File: src/rtl/alu_sequencer_if.sv
// Bus between the sequencer and its instruction memory, ALU and register file.
// The master modport is the sequencer side; the slave modport is the datapath side.
interface alu_sequencer_if #(
  parameter int PC_W = 8
);
  logic            imem_en;
  logic [PC_W-1:0] imem_addr;
  logic [15:0]     imem_rdata;
  logic [3:0]      alu_op;
  logic [15:0]     alu_out;
  logic [1:0]      alu_branch;
  logic [3:0]      rf_raddr_a;
  logic [3:0]      rf_raddr_b;
  logic [3:0]      rf_raddr_c;
  logic [3:0]      rf_waddr;
  logic            rf_we;
  logic            dmem_we;

  modport master (
    output imem_en, imem_addr, alu_op, rf_raddr_a, rf_raddr_b, rf_raddr_c,
           rf_waddr, rf_we, dmem_we,
    input  imem_rdata, alu_out, alu_branch
  );

  modport slave (
    input  imem_en, imem_addr, alu_op, rf_raddr_a, rf_raddr_b, rf_raddr_c,
           rf_waddr, rf_we, dmem_we,
    output imem_rdata, alu_out, alu_branch
  );
endinterface

File: src/rtl/alu_sequencer.sv
// Multicycle FETCH/DECODE/EXEC/WB control unit for the 16-bit ALU; all outputs registered.
// Optional single-step mode (STEP input, PAUSE state) is enabled by defining SEQ_SINGLE_STEP_EN.
module alu_sequencer #(
  parameter int              PC_W     = 8,
  parameter logic [PC_W-1:0] START_PC = '0
) (
  input  logic            clk,
  input  logic            rst_n,
  input  logic            start_i,
`ifdef SEQ_SINGLE_STEP_EN
  input  logic            step_i,
`endif
  alu_sequencer_if.master bus,
  output logic            busy_o,
  output logic            halted_o,
  output logic            illegal_o
);

  typedef enum logic [2:0] {
    S_IDLE, S_FETCH, S_DECODE, S_EXEC, S_WB, S_HALT
`ifdef SEQ_SINGLE_STEP_EN
    , S_PAUSE
`endif
  } state_e;

  localparam logic [3:0] OP_HALT  = 4'd1;
  localparam logic [3:0] OP_STORE = 4'd6;

  function automatic logic writes_rf(input logic [3:0] op);
    case (op)
      4'd2, 4'd3, 4'd4, 4'd7, 4'd8, 4'd9, 4'd11, 4'd12: return 1'b1;
      default:                                           return 1'b0;
    endcase
  endfunction

  function automatic logic is_illegal(input logic [3:0] op);
    return op >= 4'd13;
  endfunction

  state_e            state_q;
  logic [PC_W-1:0]   pc_q, pc_d;
  logic [15:0]       ir_q;
  logic              imem_en_q, rf_we_q, dmem_we_q;
  logic [3:0]        alu_op_q, raddr_a_q, raddr_b_q, raddr_c_q, waddr_q;
  logic              busy_q, halted_q, illegal_q;
  logic signed [7:0] br_off;
  logic              alu_out_unused;

  assign br_off = ir_q[7:0];
  // Only the low PC_W bits of the ALU result can become a jump target.
  assign alu_out_unused = ^bus.alu_out;

  // Next PC at the end of WB; illegal opcodes are nops and always fall through.
  // NOTE: pc_d gets its default before the case so no latch is inferred.
  always_comb begin
    pc_d = pc_q + 1'b1;
    if (!is_illegal(ir_q[15:12])) begin
      case (bus.alu_branch)
        2'b01:   pc_d = pc_q + PC_W'(br_off);
        2'b10:   pc_d = bus.alu_out[PC_W-1:0];
        default: pc_d = pc_q + 1'b1;
      endcase
    end
  end

  // NOTE: all state and outputs update with non-blocking assignments so every
  // register sees the pre-edge values of its neighbours.
  always_ff @(posedge clk or negedge rst_n) begin
    if (!rst_n) begin
      state_q   <= S_IDLE;
      pc_q      <= START_PC;
      ir_q      <= '0;
      imem_en_q <= 1'b0;
      rf_we_q   <= 1'b0;
      dmem_we_q <= 1'b0;
      alu_op_q  <= '0;
      raddr_a_q <= '0;
      raddr_b_q <= '0;
      raddr_c_q <= '0;
      waddr_q   <= '0;
      busy_q    <= 1'b0;
      halted_q  <= 1'b0;
      illegal_q <= 1'b0;
    end else begin
      imem_en_q <= 1'b0;
      rf_we_q   <= 1'b0;
      dmem_we_q <= 1'b0;
      case (state_q)
        S_IDLE, S_HALT: begin
          if (start_i) begin
            state_q   <= S_FETCH;
            pc_q      <= START_PC;
            illegal_q <= 1'b0;
            halted_q  <= 1'b0;
            busy_q    <= 1'b1;
            imem_en_q <= 1'b1;
          end
        end
        S_FETCH: state_q <= S_DECODE;
        S_DECODE: begin
          ir_q <= bus.imem_rdata;
          // Halt is recognised straight off the memory data, skipping EXEC/WB.
          if (bus.imem_rdata[15:12] == OP_HALT) begin
            state_q  <= S_HALT;
            busy_q   <= 1'b0;
            halted_q <= 1'b1;
          end else begin
            state_q   <= S_EXEC;
            alu_op_q  <= bus.imem_rdata[15:12];
            raddr_a_q <= bus.imem_rdata[11:8];
            raddr_b_q <= bus.imem_rdata[7:4];
            raddr_c_q <= bus.imem_rdata[3:0];
            if (is_illegal(bus.imem_rdata[15:12])) illegal_q <= 1'b1;
          end
        end
        S_EXEC: begin
          state_q <= S_WB;
          if (writes_rf(ir_q[15:12])) begin
            rf_we_q <= 1'b1;
            waddr_q <= ir_q[11:8];
          end
          if (ir_q[15:12] == OP_STORE) dmem_we_q <= 1'b1;
        end
        S_WB: begin
          pc_q      <= pc_d;
          alu_op_q  <= '0;
          raddr_a_q <= '0;
          raddr_b_q <= '0;
          raddr_c_q <= '0;
          waddr_q   <= '0;
`ifdef SEQ_SINGLE_STEP_EN
          state_q   <= S_PAUSE;
          busy_q    <= 1'b0;
`else
          state_q   <= S_FETCH;
          imem_en_q <= 1'b1;
`endif
        end
`ifdef SEQ_SINGLE_STEP_EN
        S_PAUSE: begin
          if (step_i) begin
            state_q   <= S_FETCH;
            busy_q    <= 1'b1;
            imem_en_q <= 1'b1;
          end
        end
`endif
        default: state_q <= S_IDLE;
      endcase
    end
  end

  assign bus.imem_en    = imem_en_q;
  assign bus.imem_addr  = pc_q;
  assign bus.alu_op     = alu_op_q;
  assign bus.rf_raddr_a = raddr_a_q;
  assign bus.rf_raddr_b = raddr_b_q;
  assign bus.rf_raddr_c = raddr_c_q;
  assign bus.rf_waddr   = waddr_q;
  assign bus.rf_we      = rf_we_q;
  assign bus.dmem_we    = dmem_we_q;
  assign busy_o         = busy_q;
  assign halted_o       = halted_q;
  assign illegal_o      = illegal_q;

endmodule

File: src/flat_wrapper.sv
// flat-port wrapper written by rule: the top's interface ports become plain ports
module alu_sequencer_flat 
#(
  parameter int              PC_W     = 8,
  parameter logic [PC_W-1:0] START_PC = '0
)
  (clk, rst_n, start_i, busy_o, halted_o, illegal_o, bus_imem_en, bus_imem_addr, bus_alu_op, bus_rf_raddr_a, bus_rf_raddr_b, bus_rf_raddr_c, bus_rf_waddr, bus_rf_we, bus_dmem_we, bus_imem_rdata, bus_alu_out, bus_alu_branch);
  alu_sequencer_if #(.PC_W(PC_W)) bus_i ();
  input  logic clk;
  input  logic rst_n;
  input  logic start_i;
  output logic busy_o;
  output logic halted_o;
  output logic illegal_o;
  output wire logic [$bits(bus_i.imem_en)-1:0] bus_imem_en;
  output wire logic [$bits(bus_i.imem_addr)-1:0] bus_imem_addr;
  output wire logic [$bits(bus_i.alu_op)-1:0] bus_alu_op;
  output wire logic [$bits(bus_i.rf_raddr_a)-1:0] bus_rf_raddr_a;
  output wire logic [$bits(bus_i.rf_raddr_b)-1:0] bus_rf_raddr_b;
  output wire logic [$bits(bus_i.rf_raddr_c)-1:0] bus_rf_raddr_c;
  output wire logic [$bits(bus_i.rf_waddr)-1:0] bus_rf_waddr;
  output wire logic [$bits(bus_i.rf_we)-1:0] bus_rf_we;
  output wire logic [$bits(bus_i.dmem_we)-1:0] bus_dmem_we;
  input wire logic [$bits(bus_i.imem_rdata)-1:0] bus_imem_rdata;
  input wire logic [$bits(bus_i.alu_out)-1:0] bus_alu_out;
  input wire logic [$bits(bus_i.alu_branch)-1:0] bus_alu_branch;
  assign bus_imem_en = bus_i.imem_en;
  assign bus_imem_addr = bus_i.imem_addr;
  assign bus_alu_op = bus_i.alu_op;
  assign bus_rf_raddr_a = bus_i.rf_raddr_a;
  assign bus_rf_raddr_b = bus_i.rf_raddr_b;
  assign bus_rf_raddr_c = bus_i.rf_raddr_c;
  assign bus_rf_waddr = bus_i.rf_waddr;
  assign bus_rf_we = bus_i.rf_we;
  assign bus_dmem_we = bus_i.dmem_we;
  assign bus_i.imem_rdata = bus_imem_rdata;
  assign bus_i.alu_out = bus_alu_out;
  assign bus_i.alu_branch = bus_alu_branch;
  alu_sequencer #(.PC_W(PC_W), .START_PC(START_PC)) u_core (.clk(clk), .rst_n(rst_n), .start_i(start_i), .bus(bus_i), .busy_o(busy_o), .halted_o(halted_o), .illegal_o(illegal_o));
endmodule
File: config.mk
export PLATFORM = sky130hd
export DESIGN_NAME = alu_sequencer_flat
export DESIGN_NICKNAME = d
export VERILOG_FILES = /design/src/rtl/alu_sequencer_if.sv /design/src/rtl/alu_sequencer.sv /design/src/flat_wrapper.sv
export SDC_FILE = /design/constraint.sdc
export NUM_CORES = 1
export LEC_CHECK = 0
export BUFFER_PORTS_ARGS = -buffer_cell sky130_fd_sc_hd__buf_2
export CAP_MARGIN = 30
export CORE_ASPECT_RATIO = 1.25
export CORE_MARGIN = 5
export CORE_UTILIZATION = 35
export DETAILED_ROUTE_END_ITERATION = 16
export PLACE_DENSITY = 0.67
export REMOVE_ABC_BUFFERS = 1
export SYNTH_ARGS = -nofsm -noshare
export SYNTH_HDL_FRONTEND = slang
export SYNTH_SLANG_ARGS = --single-unit
File: constraint.sdc
create_clock -name clk -period 2.4 [get_ports clk]
set_clock_uncertainty 0.1 [all_clocks]
set_input_delay 0.12 -clock clk [delete_from_list [all_inputs] [get_ports clk]]
set_output_delay 0.12 -clock clk [all_outputs]
set_load 0.03 [all_outputs]
Word-level counts from Yosys, hierarchy flattened
Memories as Yosys holds them, arrays and structs flattened. Index checks and enable logic that the tools add are counted.

Output and inout port bits: 34. Memory bits (read-only): 16. Bits of input ports: 37. Memories: 1. Bits in registers: 53. Logic and storage cells: 77.

Memories: (no name shown) (words 16, bits a word 1, read ports 1, clocked after memory_dff 0, write ports 0, RTL line alu_sequencer.sv:30) `case (op)`.

Mux-type cells: 33. Order comparisons: 2. $add $sub $neg: 2. Reduce and logical (&&, ||, !) cells: 11. Eq/ne operators: 14.

Operator list (count): 4-bit one-hot mux with 2 select lines (5); 8-bit one-hot mux with 2 select lines (2); 4-bit 2-to-1 mux (5); 8-bit 2-to-1 mux (2); 3-bit one-hot mux with 5 select lines (1); 1-bit 2-to-1 mux (12); 8-bit by 1-bit adder with 8-bit output, second input constant (1); 8-bit adder (1); 4-bit greater-or-equal comparator, second input constant (2); 1-bit one-hot mux with 2 select lines (4); 2-bit nonzero test (4); 3-bit by 2-bit == test with 1-bit output, second input constant (2); 3-bit == test, second input constant (2); 3-bit 2-to-1 mux (2); 2-bit inequality test, second input constant (3); 2-bit AND reduction (3); 4-bit by 1-bit == test with 1-bit output, second input constant (1); 4-bit by 3-bit == test with 1-bit output, second input constant (1); 2-bit by 1-bit inequality test with 1-bit output, second input constant (2); 4-bit AND reduction (1); 3-bit by 1-bit == test with 1-bit output, second input constant (1); 3-bit zero test (1); 3-bit AND reduction (1); 2-bit by 1-bit == test with 1-bit output, second input constant (1); other kinds (2) (2).

Depth between registers and ports, before layout
Gate-level depths: netlist of the first run.

Word-level depth: 4. Mapped depth: 8. Mapped depth without buffers: 7.

Worst setup path before layout of the first run
OpenSTA, ideal clock, no wires.

Path type: reg-to-reg. Start: register u_core.pc_q[0] (netlist: u_core.bus.imem_addr[0]). End: register u_core.pc_q[6] (netlist: u_core.bus.imem_addr[6]). Required time: 2.223 ns. Setup time: 0.077 ns. Clock period less this slack: 2.145 ns. Path buffers: 0. Arrival time: 1.968 ns. Setup slack: 0.255 ns. Stages on the path, launching flop included: 8. Cell sequence: dfrtp_1 -> ha_1 -> fa_1 -> a211oi_1 -> nor3b_1 -> nor4b_1 -> a311oi_1 -> o21ai_1.

Cells in the longest elaborated chain, start to end: 4. Elaborated cells on any way between the ends: 5. Classes of those cells: add/sub: 2; mux: 3.

RTL lines: start, declared (RTL line alu_sequencer.sv:41) `logic [PC_W-1:0] pc_q, pc_d;`; start signal, assigned (RTL line alu_sequencer.sv:125) `pc_q <= pc_d;`; 8-bit by 1-bit adder with 8-bit output or 8-bit adder (tied branches) (RTL line alu_sequencer.sv:56, alu_sequencer.sv:61, alu_sequencer.sv:59); 8-bit one-hot mux with 2 select lines (RTL line alu_sequencer.sv:58) `case (bus.alu_branch)`; 8-bit 2-to-1 mux * (RTL line alu_sequencer.sv:57) `if (!is_illegal(ir_q[15:12])) begin`; 8-bit one-hot mux with 2 select lines * (RTL line alu_sequencer.sv:88) `case (state_q)`.

Every way passes the cells marked *; elsewhere a longest branch is shown, timed or not. A chain may end at the register's enable or synchronous reset.

Worst setup path after layout of the first run
Same ends and word-level chain as after synthesis.

==> run metrics, run 1 <==
status=finished, final reports clean; first-pass GRT wire length=12.3 mm; largest net degree at the start of global routing=27; Antenna diodes=0; Synth Instances=304; Synth top cells by count=dfrtp_1, nand2_1, o21ai_0; placed instance count=457; port buffer count=62; Core Rows=37; Yosys reg bits=53; CP Max Fanout=6; largest family of logic cells by synthesized area=compound AO/OA/AOI/OAI gates; Setup crit end kind=flop; min cycle time layout=2.19 ns; Post-Syn Area per Cell=9.45 µm²; initial antenna violation count=0; HPWL after DPL=5.38 mm; post-CTS resize count=0; Setup Crit Path Kind=reg2reg; P&R area growth vs syn=24.8%; Max-Cap Viols=0; via count=2,479; Final #Nets=436; worst-path cell chain=ha_1 -> fa_1 -> a211oi_1 -> nor3b_1 -> nor4b_1 -> a311oi_1 -> o21ai_1; mux contribution to synthesized area=4.66%; Starting Density=35.3%; max frequency=457 MHz; die width=91.1 µm; routed length per instance=15.1 µm; core area=8150 µm²; Max clock buf depth=2; CP max-delay cell=dfrtp_1; layout cells sized above 1=24.4%; crit path launch type=flop; Worst-path clk slew=0.10 ns; post-synthesis sequential area ratio=46.1%; Final WS setup=0.213 ns; Layout fillers=806; max-slew headroom at the worst pin=56.7%; drt via density=5.13; Num CTS Buffers=5; Adder-Cell Fraction of Synth Area=6.36%; first-pass iteration count of the detailed router=4; Worst-Skew Late Latency=0.30 ns; RSZ-0062 raised after global routing=false; starting DRC count in detailed routing=108; die area=10,100 µm²; top-count cell post-synth=dfrtp_1; synth top area cells=dfrtp_1, nand2_1, ha_1, o21ai_0, mux2_2; cell taking the most area after synthesis=dfrtp_1; critical path's top delay family=adder cells; H-tree Lvls=2; Critical path buffers and inverters=0; CP peak stage delay=0.45 ns; Post-synth EDFFs=0; dpl ws=0.236 ns; post-layout instance count excluding filler cells=483; Hold Crit Class=in2reg; I/O pins=71; final worst path period share=91.1%; Synth Area in Simple Gates=16.5%; Slew Limit Fails=0; Post-Synthesis Cell Area=2870 µm²; Post-CTS Setup Repair Bufs=0; total gr overflow=0; GRT Total Usage=14.6%; worst hold slack=0.104 ns; Compound-Gate Fraction of Synth Area=19.5%; TritonCTS clock tree=yes; DRC=0; gpl congestion=0.918; post-route ant nets=0; pwr/cell area=1300 nW/µm²; drt total wl=7.30 mm; P_leak=1.73 nW; Core Util, Final=44.0%; worst path required time=2.54 ns; share of the synthesized area in the top cell type=46.1%; ys async rst share=100%; distinct cell type count after synthesis=56; worst slew pin tran=0.648 ns; Synth Warn #=0; final hold vios=0; CTS Root Cell=clkbuf_8; number of global-route vias before repair=2,582; maximum vdd drop=0.000673 V; commonest register cell after synthesis=dfrtp_1; Clock Sinks=53; critical path arrival=2.33 ns; Chip Height=111 µm; Synth Area in XOR/XNOR=1.52%; final setup fails=0
-- through the flow --
| stage | power (W) | instance area (µm²) | TNS (ns) |
|---|---|---|---|
| floorplan | 0.00329 | 2790 | -3.56 |
| finish | 0.00466 | 3590 | 0 |
| global route | 0.00505 | 3590 | 0 |
| global placement | 0.00396 | 3290 | 0 |
| detailed placement | 0.00405 | 3290 | 0 |
| CTS | 0.00471 | 3590 | 0 |
-- final cells by class --
| type | instances | area (µm²) | area share (%) |
|---|---|---|---|
| Multi-Input combinational cell | 218 | 1400 | 39.0 |
| Sequential cell | 53 | 1330 | 37.0 |
| Tap cell | 97 | 121 | 3.38 |
| Timing Repair Buffer | 89 | 558 | 15.6 |
| Clock inverter | 3 | 46.3 | 1.29 |
| Inverter | 18 | 67.6 | 1.88 |
| Clock buffer | 5 | 68.8 | 1.92 |
-- what timing repair did --
item,4_1_cts,5_1_grt
hold buffers,18,0
endpoints found under the hold margin,45,0
endpoints found under the setup margin,0,0
-- path summary, 6_finish.rpt --
| path | slack, ns | startpoint | end | depth (start not counted) |
|---|---|---|---|---|
| min in group asynchronous | 0.16 | rst_n | u_core.ir_q[1] | 2 |
| worst min register to register | 0.40 | u_core.bus.alu_op[2] | u_core.bus.alu_op[2] | 2 |
| max in group asynchronous | 1.43 | rst_n | u_core.halted_o | 3 |
| worst max register to register | 0.21 | u_core.bus.imem_addr[0] | u_core.bus.imem_addr[6] | 7 |
| worst max-delay path | 0.21 | u_core.bus.imem_addr[0] | u_core.bus.imem_addr[6] | 7 |
| worst min-delay path | 0.10 | bus_alu_out[6] | u_core.bus.imem_addr[6] | 4 |
-- sequential cells by signal (all words and copies together), names as in the netlist --
name and cells:
u_core.halted_o 1, u_core.bus.rf_raddr_c 4, u_core.state_q 3, u_core.bus.rf_waddr 4, u_core.ir_q 16, u_core.bus.rf_we 1
u_core.busy_o 1, u_core.bus.dmem_we 1, u_core.bus.rf_raddr_a 4, u_core.bus.alu_op 4, u_core.bus.rf_raddr_b 4, u_core.bus.imem_addr 8
u_core.illegal_o 1, u_core.bus.imem_en 1
-- logic make-up after synthesis --
kind of cell | count (synthesis)
AOI/OAI and AO/OA | 87
xor gates and xnor gates | 5
adders and majority gates | 14
buffers and inverters | 33
DFF | 53
muxes | 12
and+or+nand+nor | 100
-- worst reg2reg max path, stage by stage (launching register included) --
cell      delay, ns
dfrtp_1        0.45
ha_1           0.26
fa_1           0.44
a211oi_1       0.23
nor3b_1        0.10
nor4b_1        0.30
a311oi_1       0.09
o21ai_1        0.15
-- layer usage --
layer | vias to the layer above | GRT usage (%) | share of wire [%]
met5 | - | 0 | 0
met4 | 0 | 3.62 | 0.99
met3 | 8 | 2.72 | 4.5
met2 | 50 | 26.7 | 52
met1 | 1182 | 17.4 | 43
li1 | 1239 | - | -
-- power by group --
group	internal [W]	total [W]	switching (W)
Combinational	0.000912	0.00241	0.00149
Sequential	0.00129	0.00163	0.000342
Clock	0.000313	0.000624	0.000311
Total	0.00251	0.00466	0.00215
-- layout by cell type (no fill, tap or decap), drive strengths merged, types with 11 or more instances in the layout --
master,n
nand2,49
o21ai,39
nor2,15
a21oi,11
nand3,11
inv,18
mux2,11
dfrtp,53
dlygate4sd3,18
buf,71
ha,13
(Power assumes the default switching activity.)
==> inputs of run 2 (changes only) <==
--- a/config.mk
+++ b/config.mk
@@ -9,10 +9,11 @@
 export CAP_MARGIN = 30
 export CORE_ASPECT_RATIO = 1.25
 export CORE_MARGIN = 5
-export CORE_UTILIZATION = 35
+export CORE_UTILIZATION = 53
 export DETAILED_ROUTE_END_ITERATION = 16
-export PLACE_DENSITY = 0.67
+export PLACE_DENSITY = 0.9
 export REMOVE_ABC_BUFFERS = 1
+export SLEW_MARGIN = 20
 export SYNTH_ARGS = -nofsm -noshare
 export SYNTH_HDL_FRONTEND = slang
 export SYNTH_SLANG_ARGS = --single-unit
==> run metrics, run 2 (synthesis gave the netlist of run 1 again) <==
status=finished, final reports clean (unchanged); Post-CTS Setup Repair Bufs=0 (unchanged); initial antenna violation count=0 (unchanged); critical path arrival=2.31 ns (was 2.33 ns); largest reg by FF count=u_core.ir_q (unchanged); crit path launch type=flop (unchanged); CP peak stage delay=0.45 ns (about the same); worst path required time=2.54 ns (about the same); drt via density=5.61 (was 5.13); Core Rows=30 (was 37); most common cell after layout, fill and taps aside=buf_2 (unchanged); Hold Crit Class=in2reg (unchanged); worst-path cell chain=ha_1 -> fa_1 -> a211oi_1 -> nor3b_1 -> nor4b_1 -> a311oi_1 -> o21ai_1 (unchanged); Max clock buf depth=2 (unchanged); Chip Height=92.3 µm (was 111 µm); max-slew headroom at the worst pin=55.7% (was 56.7%); Antenna diodes=0 (unchanged); number of global-route vias before repair=2,482 (was 2,582); final worst path period share=90.7% (was 91.1%); core area=5370 µm² (was 8150 µm²); post-route ant nets=0 (unchanged); HPWL after DPL=4.99 mm (was 5.38 mm); Setup Crit Path Kind=reg2reg (unchanged); Layout fillers=427 (was 806); I/O pins=71 (unchanged); GRT Total Usage=21.0% (was 14.6%); layout cells sized above 1=24.0% (was 24.4%); CTS Root Cell=clkbuf_8 (unchanged); Starting Density=53.5% (was 35.3%); TritonCTS clock tree=yes (unchanged); CP Max Fanout=6 (unchanged); gpl congestion=0.881 (was 0.918); port buffer count=62 (unchanged); Worst-path clk slew=0.10 ns (about the same); starting DRC count in detailed routing=273 (was 108); die area=7000 µm² (was 10,100 µm²); Num CTS Buffers=5 (unchanged); routed length per instance=15.5 µm (was 15.1 µm); commonest non-fill, non-tap cells in the layout=buf_2, dfrtp_1, nand2_1, o21ai_0, inv_1 (was buf_2, dfrtp_1, nand2_1, o21ai_0); Slew Limit Fails=0 (unchanged); total negative slack=0 ns (unchanged); largest net degree at the start of global routing=54 (was 27); dpl ws=0.259 ns (was 0.236 ns); die width=75.9 µm (was 91.1 µm); max frequency=459 MHz (was 457 MHz); first-pass GRT wire length=11.5 mm (was 12.3 mm); RSZ-0062 raised after global routing=false (unchanged); pwr/cell area=1300 nW/µm² (about the same); P_leak=1.71 nW (was 1.73 nW); final setup fails=0 (unchanged); H-tree Lvls=2 (unchanged); first-pass iteration count of the detailed router=4 (unchanged); Max-Cap Viols=0 (unchanged); Final WS setup=0.223 ns (was 0.213 ns); via count=2,515 (was 2,479); Final #Nets=434 (was 436); DRC=0 (unchanged); CP max-delay cell=dfrtp_1 (unchanged); min cycle time layout=2.18 ns (was 2.19 ns); final hold vios=0 (unchanged); total gr overflow=0 (unchanged); drt total wl=6.96 mm (was 7.30 mm); Worst-Skew Late Latency=0.30 ns (about the same); number of flip-flops in the largest register=16 (unchanged); Core Util, Final=65.1% (was 44.0%); P&R area growth vs syn=21.6% (was 24.8%); Clock Sinks=53 (unchanged); Setup crit end kind=flop (unchanged); worst slew pin tran=0.664 ns (was 0.648 ns); maximum vdd drop=0.000798 V (was 0.000673 V)
-- run 2: cell count changes in the layout (fill, tap and decap cells not counted), sizes merged --
cell         change
buf              -1
bufinv           -1
clkbuf           +1
clkinv           +1
clkinvlp         -1
dlygate4sd3      -1
-- run 2: layer usage --
| layer | track usage, % | wire (µm) | up-vias |
|---|---|---|---|
| li1 | - | - | 1233 |
| met3 | 2.39 | 445 | 10 |
| met4 | 7.58 | 115 | 0 |
| met5 | 0 | 0 | - |
| met1 | 26.2 | 2630 | 1183 |
| met2 | 36.4 | 3770 | 89 |
-- run 2: what timing repair did --
action                                 4_1_cts  5_1_grt
resized for setup                            0        0
hold buffers                                17        0
endpoints found under the hold margin       82        0
-- run 2: path summary, 6_finish.rpt --
check	from	to	slack [ns]	depth (start not counted)
max in group asynchronous	rst_n	u_core.bus.rf_waddr[3]	1.38	3
min in group asynchronous	rst_n	u_core.state_q[1]	0.37	3
hold / removal	bus_imem_rdata[15]	u_core.bus.alu_op[3]	0.01	2
hold reg to reg	u_core.bus.alu_op[2]	u_core.bus.alu_op[2]	0.40	2
setup / recovery	u_core.bus.imem_addr[0]	u_core.bus.imem_addr[6]	0.22	7
setup reg to reg	u_core.bus.imem_addr[0]	u_core.bus.imem_addr[6]	0.22	7
-- run 2: power by group --
group,switching [W],internal [W]
registers,0.000346,0.00129
logic,0.00150,0.000911
clock network,0.000279,0.000203
-- run 2: layout make-up --
class	count	area [µm²]	share of cell area, %
clock buffers	6	72.6	2.08
inverters	18	67.6	1.93
multi-input cells	218	1400	40.0
flip-flops and latches	53	1330	38.0
clock inverters	2	10.0	0.286
repair buffers	87	541	15.5
well taps	64	80.1	2.29
-- run 2: per-stage QoR --
step	total power [W]	cells	instance area (µm²)	hold slack, ns
floorplan	0.00329	289	2790	-0.276
global placement	0.00391	423	3240	0.176
detailed placement	0.00403	423	3240	0.190
CTS	0.00454	448	3490	0.000396
global route	0.00488	448	3490	0.0164
finish	0.00453	448	3490	0.0141
-- run 2: worst max-delay path: cells and delay by family (launching register included) --
kind / cells / cell delay, ns
AOI/OAI and AO/OA: 3 / 0.47
and+or+nand+nor: 2 / 0.42
adders and majority gates: 2 / 0.69
DFF: 1 / 0.45
